`config.mk`:
```
export PLATFORM = sky130hd
export DESIGN_NAME = comp_drain_sched
export DESIGN_NICKNAME = d
export VERILOG_FILES = /design/src/rtl/comp_drain_sched.sv
export SDC_FILE = /design/constraint.sdc
export NUM_CORES = 1
export LEC_CHECK = 0
export ABC_AREA = 1
export CAP_MARGIN = 15
export CORE_MARGIN = 5
export CORE_UTILIZATION = 43
export DETAILED_ROUTE_END_ITERATION = 10
export GPL_ROUTABILITY_DRIVEN = 0
export MAX_ROUTING_LAYER = met4
export PLACE_DENSITY = 0.92
export REMOVE_ABC_BUFFERS = 1
export SLEW_MARGIN = 10
export SYNTH_ARGS = -nofsm -noshare
export SYNTH_HDL_FRONTEND = slang
export SYNTH_SLANG_ARGS = --single-unit
```
`constraint.sdc`:
```
create_clock -name clk -period 2.39 [get_ports clk]
set_input_delay 0.478 -clock clk [delete_from_list [all_inputs] [get_ports clk]]
set_output_delay 0.478 -clock clk [all_outputs]
set_load 0.1 [all_outputs]
```
`src/rtl/comp_drain_sched.sv`:
```
// Picks the smallest of BPC/ZRL/SR per block, streams the winner's words and discards the losers' words.
// Latency: sizes ready at N -> size pop at N+1 -> first word valid at N+3 (header build COMP_SCHED_HDR_EN: payload +1).
// Backpressure: only the winner stalls, on ready_i low or an empty winner FIFO; loser discards never wait on ready_i.
module comp_drain_sched #(
    parameter int D_BITWIDTH   = 64,
    parameter int S_BITWIDTH   = 11,
    parameter int CNT_BITWIDTH = 6
) (
    input  logic                    clk,
    input  logic                    rst_n,
    input  logic                    bpc_s_empty,
    input  logic                    zrl_s_empty,
    input  logic                    sr_s_empty,
    input  logic [S_BITWIDTH-1:0]   bpc_s_data,
    input  logic [S_BITWIDTH-1:0]   zrl_s_data,
    input  logic                    sr_s_data,
    input  logic                    bpc_d_empty,
    input  logic                    zrl_d_empty,
    input  logic                    sr_d_empty,
    input  logic [D_BITWIDTH-1:0]   bpc_d_data,
    input  logic [D_BITWIDTH-1:0]   zrl_d_data,
    input  logic [D_BITWIDTH-1:0]   sr_d_data,
    output logic                    size_rd_o,
    output logic                    bpc_d_rd_o,
    output logic                    zrl_d_rd_o,
    output logic                    sr_d_rd_o,
    output logic [D_BITWIDTH-1:0]   data_o,
    output logic                    valid_o,
    input  logic                    ready_i,
    output logic                    sop_o,
    output logic                    eop_o,
    output logic [1:0]              mode_o
);
    localparam logic [1:0] ST_IDLE   = 2'd0;
    localparam logic [1:0] ST_SELECT = 2'd1;
    localparam logic [1:0] ST_DRAIN  = 2'd2;
    localparam logic [1:0] ST_DONE   = 2'd3;

    localparam logic [1:0] MODE_BPC = 2'd0;
    localparam logic [1:0] MODE_ZRL = 2'd1;
    localparam logic [1:0] MODE_SR  = 2'd2;

    localparam logic [S_BITWIDTH:0]     SR_BITS = (S_BITWIDTH+1)'(64);
    localparam logic [CNT_BITWIDTH-1:0] CNT_ONE = CNT_BITWIDTH'(1);

    function automatic logic [CNT_BITWIDTH-1:0] words_of(input logic [S_BITWIDTH-1:0] bits);
        logic [S_BITWIDTH:0] sum;
        sum = {1'b0, bits} + (S_BITWIDTH+1)'(63);
        return CNT_BITWIDTH'(sum >> 6);
    endfunction

    logic [1:0]              state_q, state_d;
    logic [1:0]              mode_q, mode_d;
    logic [CNT_BITWIDTH-1:0] bpc_cnt_q, bpc_cnt_d, zrl_cnt_q, zrl_cnt_d, sr_cnt_q, sr_cnt_d;
    logic                    first_q, first_d;
    logic                    out_vld_q, out_vld_d, out_sop_q, out_sop_d, out_eop_q, out_eop_d;
    logic [D_BITWIDTH-1:0]   out_dat_q, out_dat_d;

    logic [1:0]              sel_mode;
    logic [CNT_BITWIDTH-1:0] bpc_words, zrl_words, sr_words;
    logic [CNT_BITWIDTH-1:0] win_cnt;
    logic                    win_empty;
    logic [D_BITWIDTH-1:0]   win_dat;
    logic                    draining, out_free, hdr_busy, win_pop;
    logic                    bpc_lose, zrl_lose, sr_lose;

    // Later candidates replace on <=, which gives the SR > ZRL > BPC tie order.
    always_comb begin
        bpc_words = words_of(bpc_s_data);
        zrl_words = words_of(zrl_s_data);
        sr_words  = sr_s_data ? CNT_ONE : '0;
        sel_mode  = MODE_BPC;
        if (zrl_s_data <= bpc_s_data) sel_mode = MODE_ZRL;
        if (sr_s_data && SR_BITS <= {1'b0, bpc_s_data} && SR_BITS <= {1'b0, zrl_s_data})
            sel_mode = MODE_SR;
    end

`ifdef COMP_SCHED_HDR_EN
    logic                  hdr_pend_q, hdr_pend_d;
    logic [D_BITWIDTH-1:0] hdr_dat_q, hdr_dat_d;
    logic [S_BITWIDTH-1:0] sel_bits;
    assign sel_bits = (sel_mode == MODE_SR)  ? SR_BITS[S_BITWIDTH-1:0] :
                      (sel_mode == MODE_ZRL) ? zrl_s_data : bpc_s_data;
    assign hdr_busy = hdr_pend_q;
`else
    assign hdr_busy = 1'b0;
`endif

    always_comb begin
        win_cnt   = bpc_cnt_q;
        win_empty = bpc_d_empty;
        win_dat   = bpc_d_data;
        case (mode_q)
            MODE_ZRL: begin win_cnt = zrl_cnt_q; win_empty = zrl_d_empty; win_dat = zrl_d_data; end
            MODE_SR:  begin win_cnt = sr_cnt_q;  win_empty = sr_d_empty;  win_dat = sr_d_data;  end
            default: ;
        endcase
    end

    assign draining = (state_q == ST_DRAIN);
    assign out_free = !out_vld_q || ready_i;
    assign win_pop  = draining && !hdr_busy && (win_cnt != '0) && !win_empty && out_free;
    assign bpc_lose = draining && (mode_q != MODE_BPC) && (bpc_cnt_q != '0) && !bpc_d_empty;
    assign zrl_lose = draining && (mode_q != MODE_ZRL) && (zrl_cnt_q != '0) && !zrl_d_empty;
    assign sr_lose  = draining && (mode_q != MODE_SR)  && (sr_cnt_q  != '0) && !sr_d_empty;

    assign bpc_d_rd_o = (mode_q == MODE_BPC) ? win_pop : bpc_lose;
    assign zrl_d_rd_o = (mode_q == MODE_ZRL) ? win_pop : zrl_lose;
    assign sr_d_rd_o  = (mode_q == MODE_SR)  ? win_pop : sr_lose;
    assign size_rd_o  = (state_q == ST_SELECT);

    always_comb begin
        state_d   = state_q;
        mode_d    = mode_q;
        bpc_cnt_d = bpc_cnt_q;
        zrl_cnt_d = zrl_cnt_q;
        sr_cnt_d  = sr_cnt_q;
        first_d   = first_q;
        out_vld_d = out_vld_q;
        out_sop_d = out_sop_q;
        out_eop_d = out_eop_q;
        out_dat_d = out_dat_q;
`ifdef COMP_SCHED_HDR_EN
        hdr_pend_d = hdr_pend_q;
        hdr_dat_d  = hdr_dat_q;
`endif
        case (state_q)
            ST_IDLE: begin
                if (!bpc_s_empty && !zrl_s_empty && !sr_s_empty) state_d = ST_SELECT;
            end
            ST_SELECT: begin
                mode_d    = sel_mode;
                bpc_cnt_d = bpc_words;
                zrl_cnt_d = zrl_words;
                sr_cnt_d  = sr_words;
                // A zero-length winner still owns one word in its data FIFO.
                case (sel_mode)
                    MODE_ZRL: if (zrl_words == '0) zrl_cnt_d = CNT_ONE;
                    MODE_SR:  sr_cnt_d = CNT_ONE;
                    default:  if (bpc_words == '0) bpc_cnt_d = CNT_ONE;
                endcase
`ifdef COMP_SCHED_HDR_EN
                first_d    = 1'b0;
                hdr_pend_d = 1'b1;
                hdr_dat_d  = '0;
                hdr_dat_d[1:0] = sel_mode;
                hdr_dat_d[2 +: S_BITWIDTH] = sel_bits;
`else
                first_d    = 1'b1;
`endif
                state_d = ST_DRAIN;
            end
            ST_DRAIN: begin
                if (bpc_d_rd_o) bpc_cnt_d = bpc_cnt_q - CNT_ONE;
                if (zrl_d_rd_o) zrl_cnt_d = zrl_cnt_q - CNT_ONE;
                if (sr_d_rd_o)  sr_cnt_d  = sr_cnt_q - CNT_ONE;
                if (win_pop) begin
                    out_vld_d = 1'b1;
                    out_dat_d = win_dat;
                    out_sop_d = first_q;
                    out_eop_d = (win_cnt == CNT_ONE);
                    first_d   = 1'b0;
                end
`ifdef COMP_SCHED_HDR_EN
                else if (hdr_pend_q && out_free) begin
                    out_vld_d  = 1'b1;
                    out_dat_d  = hdr_dat_q;
                    out_sop_d  = 1'b1;
                    out_eop_d  = 1'b0;
                    hdr_pend_d = 1'b0;
                end
`endif
                else if (ready_i) begin
                    out_vld_d = 1'b0;
                end
                if (bpc_cnt_q == '0 && zrl_cnt_q == '0 && sr_cnt_q == '0 && out_free && !hdr_busy)
                    state_d = ST_DONE;
            end
            default: begin
                out_vld_d = 1'b0;
                state_d   = ST_IDLE;
            end
        endcase
    end

    always_ff @(posedge clk or negedge rst_n) begin
        if (!rst_n) begin
            state_q   <= ST_IDLE;
            mode_q    <= MODE_BPC;
            bpc_cnt_q <= '0;
            zrl_cnt_q <= '0;
            sr_cnt_q  <= '0;
            first_q   <= 1'b0;
            out_vld_q <= 1'b0;
            out_sop_q <= 1'b0;
            out_eop_q <= 1'b0;
            out_dat_q <= '0;
`ifdef COMP_SCHED_HDR_EN
            hdr_pend_q <= 1'b0;
            hdr_dat_q  <= '0;
`endif
        end else begin
            state_q   <= state_d;
            mode_q    <= mode_d;
            bpc_cnt_q <= bpc_cnt_d;
            zrl_cnt_q <= zrl_cnt_d;
            sr_cnt_q  <= sr_cnt_d;
            first_q   <= first_d;
            out_vld_q <= out_vld_d;
            out_sop_q <= out_sop_d;
            out_eop_q <= out_eop_d;
            out_dat_q <= out_dat_d;
`ifdef COMP_SCHED_HDR_EN
            hdr_pend_q <= hdr_pend_d;
            hdr_dat_q  <= hdr_dat_d;
`endif
        end
    end

    assign data_o  = out_dat_q;
    assign valid_o = out_vld_q;
    assign sop_o   = out_sop_q;
    assign eop_o   = out_eop_q;
    assign mode_o  = mode_q;
endmodule

```
==> results of run 1 <==
stage by stage:
stage / TNS, ns / std cells / area, sq um / hold WS, ns
CTS: -0.448 / 1358 / 9980 / 0.111
detailed placement: -0.00670 / 1319 / 9420 / 0.471
global placement: 0 / 1319 / 9420 / 0.466
floorplan: -256.37 / 810 / 6080 / 0.182
global route: -1.19 / 1368 / 10200 / 0.139
finish: -0.834 / 1368 / 10200 / 0.0997
worst max path at each step:
| stage | from | endpoint | slack [ns] | cells after the start |
|---|---|---|---|---|
| after global placement | ready_i | bpc_d_rd_o | 0.009 | 9 |
| after CTS | mode_o[1] | bpc_d_rd_o | -0.12 | 9 |
| final | mode_o[0] | eop_o | -0.24 | 19 |
| after floorplan | mode_o[0] | sr_d_rd_o | -4.11 | 8 |
| after detailed placement | ready_i | bpc_d_rd_o | -0.007 | 9 |
| after global routing | mode_o[0] | zrl_d_rd_o | -0.30 | 12 |
worst max-delay path, stage by stage (launching register included):
cell	delay, ns
dfrtp_1	0.42
inv_2	0.13
buf_6	0.12
ha_4	0.17
nand2_2	0.06
nand3_2	0.06
o21ai_2	0.06
buf_4	0.13
buf_4	0.12
buf_4	0.12
buf_4	0.13
buf_4	0.12
buf_4	0.12
buf_4	0.12
buf_4	0.12
buf_4	0.12
buf_4	0.12
buf_4	0.12
nand3_1	0.10
a21oi_1	0.08
layout make-up:
| type | instances | area (sq um) |
|---|---|---|
| antenna | 3 | 7.51 |
| clock buffer | 12 | 246 |
| clock inverter | 4 | 51.3 |
| fill | 1086 | 4480 |
| inverter | 64 | 245 |
| multi-input combinational | 656 | 3700 |
| sequential | 90 | 2250 |
| tap | 184 | 230 |
| timing repair buffer | 355 | 3430 |
flip-flops by register name, indices dropped and copies added, names as in the netlist:
name,flops
eop_o,1
data_o,64
first_q,1
state_q,2
bpc_cnt_q,6
valid_o,1
mode_o,2
sr_cnt_q,6
sop_o,1
zrl_cnt_q,6
cell families (layout without fill, tap and decap cells):
family	Yosys count	count (layout)	share of synthesized area
compound gates	173	173	0.178
xor+xnor	10	10	0.0136
fa+ha+maj	23	23	0.0446
buf+inv	114	435	0.0946
flops	90	90	0.349
other cells	0	3	0
simple gates	450	450	0.320
per-layer routing:
metal | track usage | wire, um
met1 | 0.308 | 9220
met3 | 0.0691 | 2040
met5 | - | 0
met2 | 0.449 | 12300
met4 | 0.0982 | 952
placed cells by master (no fill, tap or decap), types with 3 or more instances in the layout:
| cell type | instances |
|---|---|
| ha_4 | 3 |
| dfrtp_1 | 89 |
| nor2_1 | 31 |
| ha_1 | 20 |
| clkdlybuf4s50_1 | 222 |
| nand2_4 | 3 |
| nand4_1 | 19 |
| buf_4 | 115 |
| buf_12 | 4 |
| o21ai_2 | 71 |
| buf_6 | 6 |
| o21ai_1 | 5 |
| buf_16 | 4 |
| nand3_2 | 4 |
| nand2_2 | 58 |
| clkbuf_16 | 12 |
| nand2_1 | 224 |
| xor2_1 | 5 |
| o21ai_0 | 80 |
| inv_1 | 59 |
| diode_2 | 3 |
| xnor2_1 | 5 |
| nor3_1 | 7 |
| nand3_1 | 95 |
| a21oi_1 | 8 |
timing repair:
action,CTS,global route
resized for setup,24,14
setup buffers,23,3
setup endpoints to repair,4,44
endpoints found under the hold margin,0,0
cloned,0,4
pin swaps,9,5
==> flow_metrics.env, run 1 <==
export IMPL_run_status="finished, violations left"
export IMPL_violations_in_the_final_reports="setup timing"
export IMPL_clock_sink_count=90
export IMPL_cts_path_max_buffers=2
export IMPL_grt_setup_unrepaired="yes"
export IMPL_grt_start_max_net_pins=70
export IMPL_synthesis_area_per_instance_sq_um=7.50
export IMPL_die_height_um=133
export IMPL_worst_r2r_startpoint="mode_o[0]"
export IMPL_worst_endpoint_required_ns=2.62
export IMPL_postSynth_topFlopCell="dfrtp_1"
export IMPL_worstSkewPairLatency_ns=0.34
export IMPL_holdCritPathClass="in -> async"
export IMPL_die_w_um=133
export IMPL_final_critical_path_setup_slack_ns=-0.241
export IMPL_routed_via_count=7399
export IMPL_wire_per_inst_um=17.9
export IMPL_synth_lib_cells_used_distinct=38
export IMPL_grt_overflow_total=0
export IMPL_slew_headroom=0.579
export IMPL_timing_critical_path_to_type="flop"
export IMPL_critical_path_reg2reg_endpoint="eop_o"
export IMPL_placement_rows=44
export IMPL_areaGrowthSynthToFinish_pct=57.5
export IMPL_cts_buffers_inserted=9
export IMPL_timing_worst_slew_pin_value_ns=0.631
export IMPL_root_buffer="clkbuf_16"
export IMPL_drv_slew=0
export IMPL_final_hold_viol_count=0
export IMPL_timing_max_cap_violations=0
export IMPL_achievable_clock_frequency_mhz=380
export IMPL_place_ws_ns=-0.00670
export IMPL_detailedRoute_firstPassIterationCount=5
export IMPL_synth_enable_flop_cells=0
export IMPL_tritoncts="done"
export IMPL_synth_top_cells_by_area="dfrtp_1, nand2_1, o21ai_2"
export IMPL_route_antenna_remaining_nets=0
export IMPL_ys_seq_elements=90
export IMPL_first_pass_grt_wire_length_mm=37.1
export IMPL_startpoint_type_of_the_worst_setup_path="flop"
export IMPL_final_setup_viol_count=4
export IMPL_fp_coreArea_sq_mm=0.0146
export IMPL_worst_endpoint_arrival_ns=2.86
export IMPL_final_period_utilization=1.10
export IMPL_netlist_area_sq_mm=0.00645
export IMPL_grt_usage=0.267
export IMPL_fin_skew_ns=0.00714
export IMPL_boundaryPins=297
export IMPL_number_of_global_route_vias_before_repair=7038
export IMPL_post_synth_top_area_cell="dfrtp_1"
export IMPL_final_util=0.694
export IMPL_design_die_area_sq_mm=0.0176
export IMPL_route_detailed_drc=0
export IMPL_yosysWarningCount=0
export IMPL_post_synth_top_area_fraction=0.349
export IMPL_cts_clock_pin_slew_for_the_worst_setup_and_hold_paths_ns=0.07
export IMPL_avgViaCountPerCell=5.41
export IMPL_numPortBuffers=296
export IMPL_start_util=0.441
export IMPL_critical_path_class="reg -> reg"
export IMPL_synth_common_cells="nand2_1, nand3_1, dfrtp_1"
export IMPL_synth_most_common_cell="nand2_1"
export IMPL_drt_initial_drc_count=641
export IMPL_cts_max_level=3
export IMPL_detailed_place_hpwl_mm=17.2
export IMPL_share_of_final_layout_standard_cells_stronger_than_drive_strength_1=0.252
export IMPL_net_total_in_the_final_layout=1423
export IMPL_ff2ff_setup_slack_ns=-0.24
export IMPL_final_period_minus_worst_setup_slack_ns=2.63
export IMPL_grt_antenna_before_repair=3
export IMPL_postSynthCellCount=860
export IMPL_postRouteWirelength_mm=24.5
export IMPL_seq_area_frac_synth=0.349
export IMPL_synthArstFlopShare=1.00
export IMPL_post_cts_hold_buffer_count=0
export IMPL_r2r_worst_path_cells=19
export IMPL_cp_max_fo=6
Power of run 1 is left out: the tool's default activity adds up to more than one toggle a clock period on the data nets, which glitch-free logic cannot reach.
==> inputs of run 2 (changes only) <==
- SKIP_LAST_GASP: not set -> 1
- SLEW_MARGIN: 10 -> not set
==> run 2 against run 1 <==
Compared with the run above:
- the run still ends with setup timing left
- final cell count did not move
- hold slack barely moved
- setup slack got worse by 0.0023 ns
- utilization fell by 0.051 points
- sequential share of layout area barely moved
- non-clock buffer count did not move
- via count rose by 0.19%
- flip-flop and latch count did not move
- fmax barely moved
- count of clock-buffer cells in the layout did not move
- first-iteration DRC count did not move
- design area barely moved
- critical endpoint unchanged
==> flow_metrics.env, run 2 (synthesized netlist as in run 1, its figures left out) <==
export IMPL_fp_coreArea_sq_mm=0.0146
export IMPL_crit_path_top_delay_cell="dfrtp_1"
export IMPL_cts_path_max_buffers=2
export IMPL_grt_setup_unrepaired="yes"
export IMPL_final_period_minus_worst_setup_slack_ns=2.63
export IMPL_largest_register_ff_count=64
export IMPL_numPortBuffers=296
export IMPL_achievable_clock_frequency_mhz=380
export IMPL_route_detailed_drc=0
export IMPL_root_buffer="clkbuf_16"
export IMPL_layout_cells_most_common_list="nand2_1, clkdlybuf4s50_1, buf_4"
export IMPL_worst_endpoint_arrival_ns=2.86
export IMPL_fillers=1086
export IMPL_final_hold_viol_count=0
export IMPL_dpl_cell_count=1319
export IMPL_critical_path_class="reg -> reg"
export IMPL_design_die_area_sq_mm=0.0176
export IMPL_postRouteWirelength_mm=24.5
export IMPL_layout_cells_most_common="nand2_1"
export IMPL_final_period_utilization=1.10
export IMPL_grt_antenna_before_repair=3
export IMPL_worst_endpoint_required_ns=2.62
export IMPL_avgViaCountPerCell=5.42
export IMPL_die_height_um=133
export IMPL_cts_max_level=3
export IMPL_holdCritPathClass="in -> async"
export IMPL_routed_via_count=7413
export IMPL_net_total_in_the_final_layout=1423
export IMPL_detailedRoute_firstPassIterationCount=5
export IMPL_share_of_final_layout_standard_cells_stronger_than_drive_strength_1=0.252
export IMPL_drv_slew=0
export IMPL_slowest_delay_ns=0.42
export IMPL_worst_path_most_repeated_cell="buf_4"
export IMPL_timing_critical_path_to_type="flop"
export IMPL_die_w_um=133
export IMPL_cp_max_fo=6
export IMPL_grt_start_max_net_pins=70
export IMPL_timing_worst_slew_pin_value_ns=0.631
export IMPL_placement_rows=44
export IMPL_wire_per_inst_um=17.9
export IMPL_drt_initial_drc_count=641
export IMPL_cts_buffers_inserted=9
export IMPL_route_antenna_remaining_nets=0
export IMPL_first_pass_grt_wire_length_mm=37.1
export IMPL_grt_overflow_total=0
export IMPL_boundaryPins=297
export IMPL_areaGrowthSynthToFinish_pct=57.4
export IMPL_grt_usage=0.267
export IMPL_final_critical_path_setup_slack_ns=-0.243
export IMPL_violations_in_the_final_reports="setup timing"
export IMPL_slew_headroom=0.579
export IMPL_worstSkewPairLatency_ns=0.34
export IMPL_timing_max_cap_violations=0
export IMPL_tritoncts="done"
export IMPL_detailed_place_hpwl_mm=17.2
export IMPL_number_of_global_route_vias_before_repair=7038
export IMPL_final_setup_viol_count=4
export IMPL_start_util=0.441
export IMPL_fin_skew_ns=0.00726
export IMPL_run_status="finished, violations left"
export IMPL_clock_sink_count=90
export IMPL_cts_clock_pin_slew_for_the_worst_setup_and_hold_paths_ns=0.07
export IMPL_startpoint_type_of_the_worst_setup_path="flop"
export IMPL_post_layout_nonfiller_instances=1368
export IMPL_timing_critical_path_cells="inv_2, buf_6, ha_4, nand2_2, nand3_2, o21ai_2, buf_4, buf_4, buf_4, buf_4, buf_4, buf_4, buf_4, buf_4, buf_4, buf_4, buf_4, nand3_1, a21oi_1"
run 2: cell counts in the layout (fill, tap and decap cells not counted):
No cell type changed its count.
run 2: worst max-delay path, delay by kind of cell, from the launching register on:
kind | cells | cell delay (ns)
simple gates | 3 | 0.21
compound gates | 2 | 0.14
flops | 1 | 0.42
fa+ha+maj | 1 | 0.17
buf+inv | 13 | 1.59
run 2: what timing repair did:
item                                    4_1_cts  5_1_grt
endpoints found under the setup margin        4       44
setup buffers                                23        3
hold endpoints to repair                      0        0
pin swaps                                     9        4
hold buffers                                  0        0
gates resized for setup                      24       13
gates cloned                                  0        4
run 2: final timing paths:
path                                    to  depth (start not counted)        from  slack (ns)
max in group asynchronous        mode_o[1]                          2       rst_n        1.59
worst min register to register  data_o[39]                          2  data_o[39]        0.48
worst max-delay path                 eop_o                         19   mode_o[0]       -0.24
worst max register to register       eop_o                         19   mode_o[0]       -0.24
worst min-delay path            data_o[59]                          1       rst_n         0.1
min in group clk                data_o[39]                          2  data_o[39]        0.48
run 2: through the flow:
| step | hold slack [ns] | utilization | worst slack [ns] | area (sq um) | setup TNS [ns] |
|---|---|---|---|---|---|
| 2_1_floorplan | 0.182 | - | -4.11 | 6080 | -256.37 |
| 3_3_place_gp | 0.466 | 0.643 | 0.00937 | 9420 | 0 |
| 3_5_place_dp | 0.471 | 0.643 | -0.00670 | 9420 | -0.00670 |
| 4_1_cts | 0.111 | 0.682 | -0.124 | 9980 | -0.448 |
| 5_1_grt | 0.139 | 0.694 | -0.296 | 10200 | -1.23 |
| 6_report | 0.0996 | 0.694 | -0.243 | 10200 | -0.837 |
run 2: metal layers:
layer	vias to the layer above	routed length (um)	GRT usage
li1	3476	-	-
met1	3485	9180	0.308
met2	367	12300	0.449
met3	85	2050	0.0691
met4	0	953	0.0982
met5	-	0	-
run 2: cell type report:
type,count,area (sq um),area share
Multi-Input combinational cell,656,3700,0.364
Timing Repair Buffer,355,3430,0.337
Clock buffer,12,246,0.0243
Clock inverter,4,51.3,0.00505
Tap cell,184,230,0.0227
Inverter,64,245,0.0241
Antenna cell,3,7.51,0.000739
Sequential cell,90,2250,0.222
Power of run 2 is left out for the same reason.
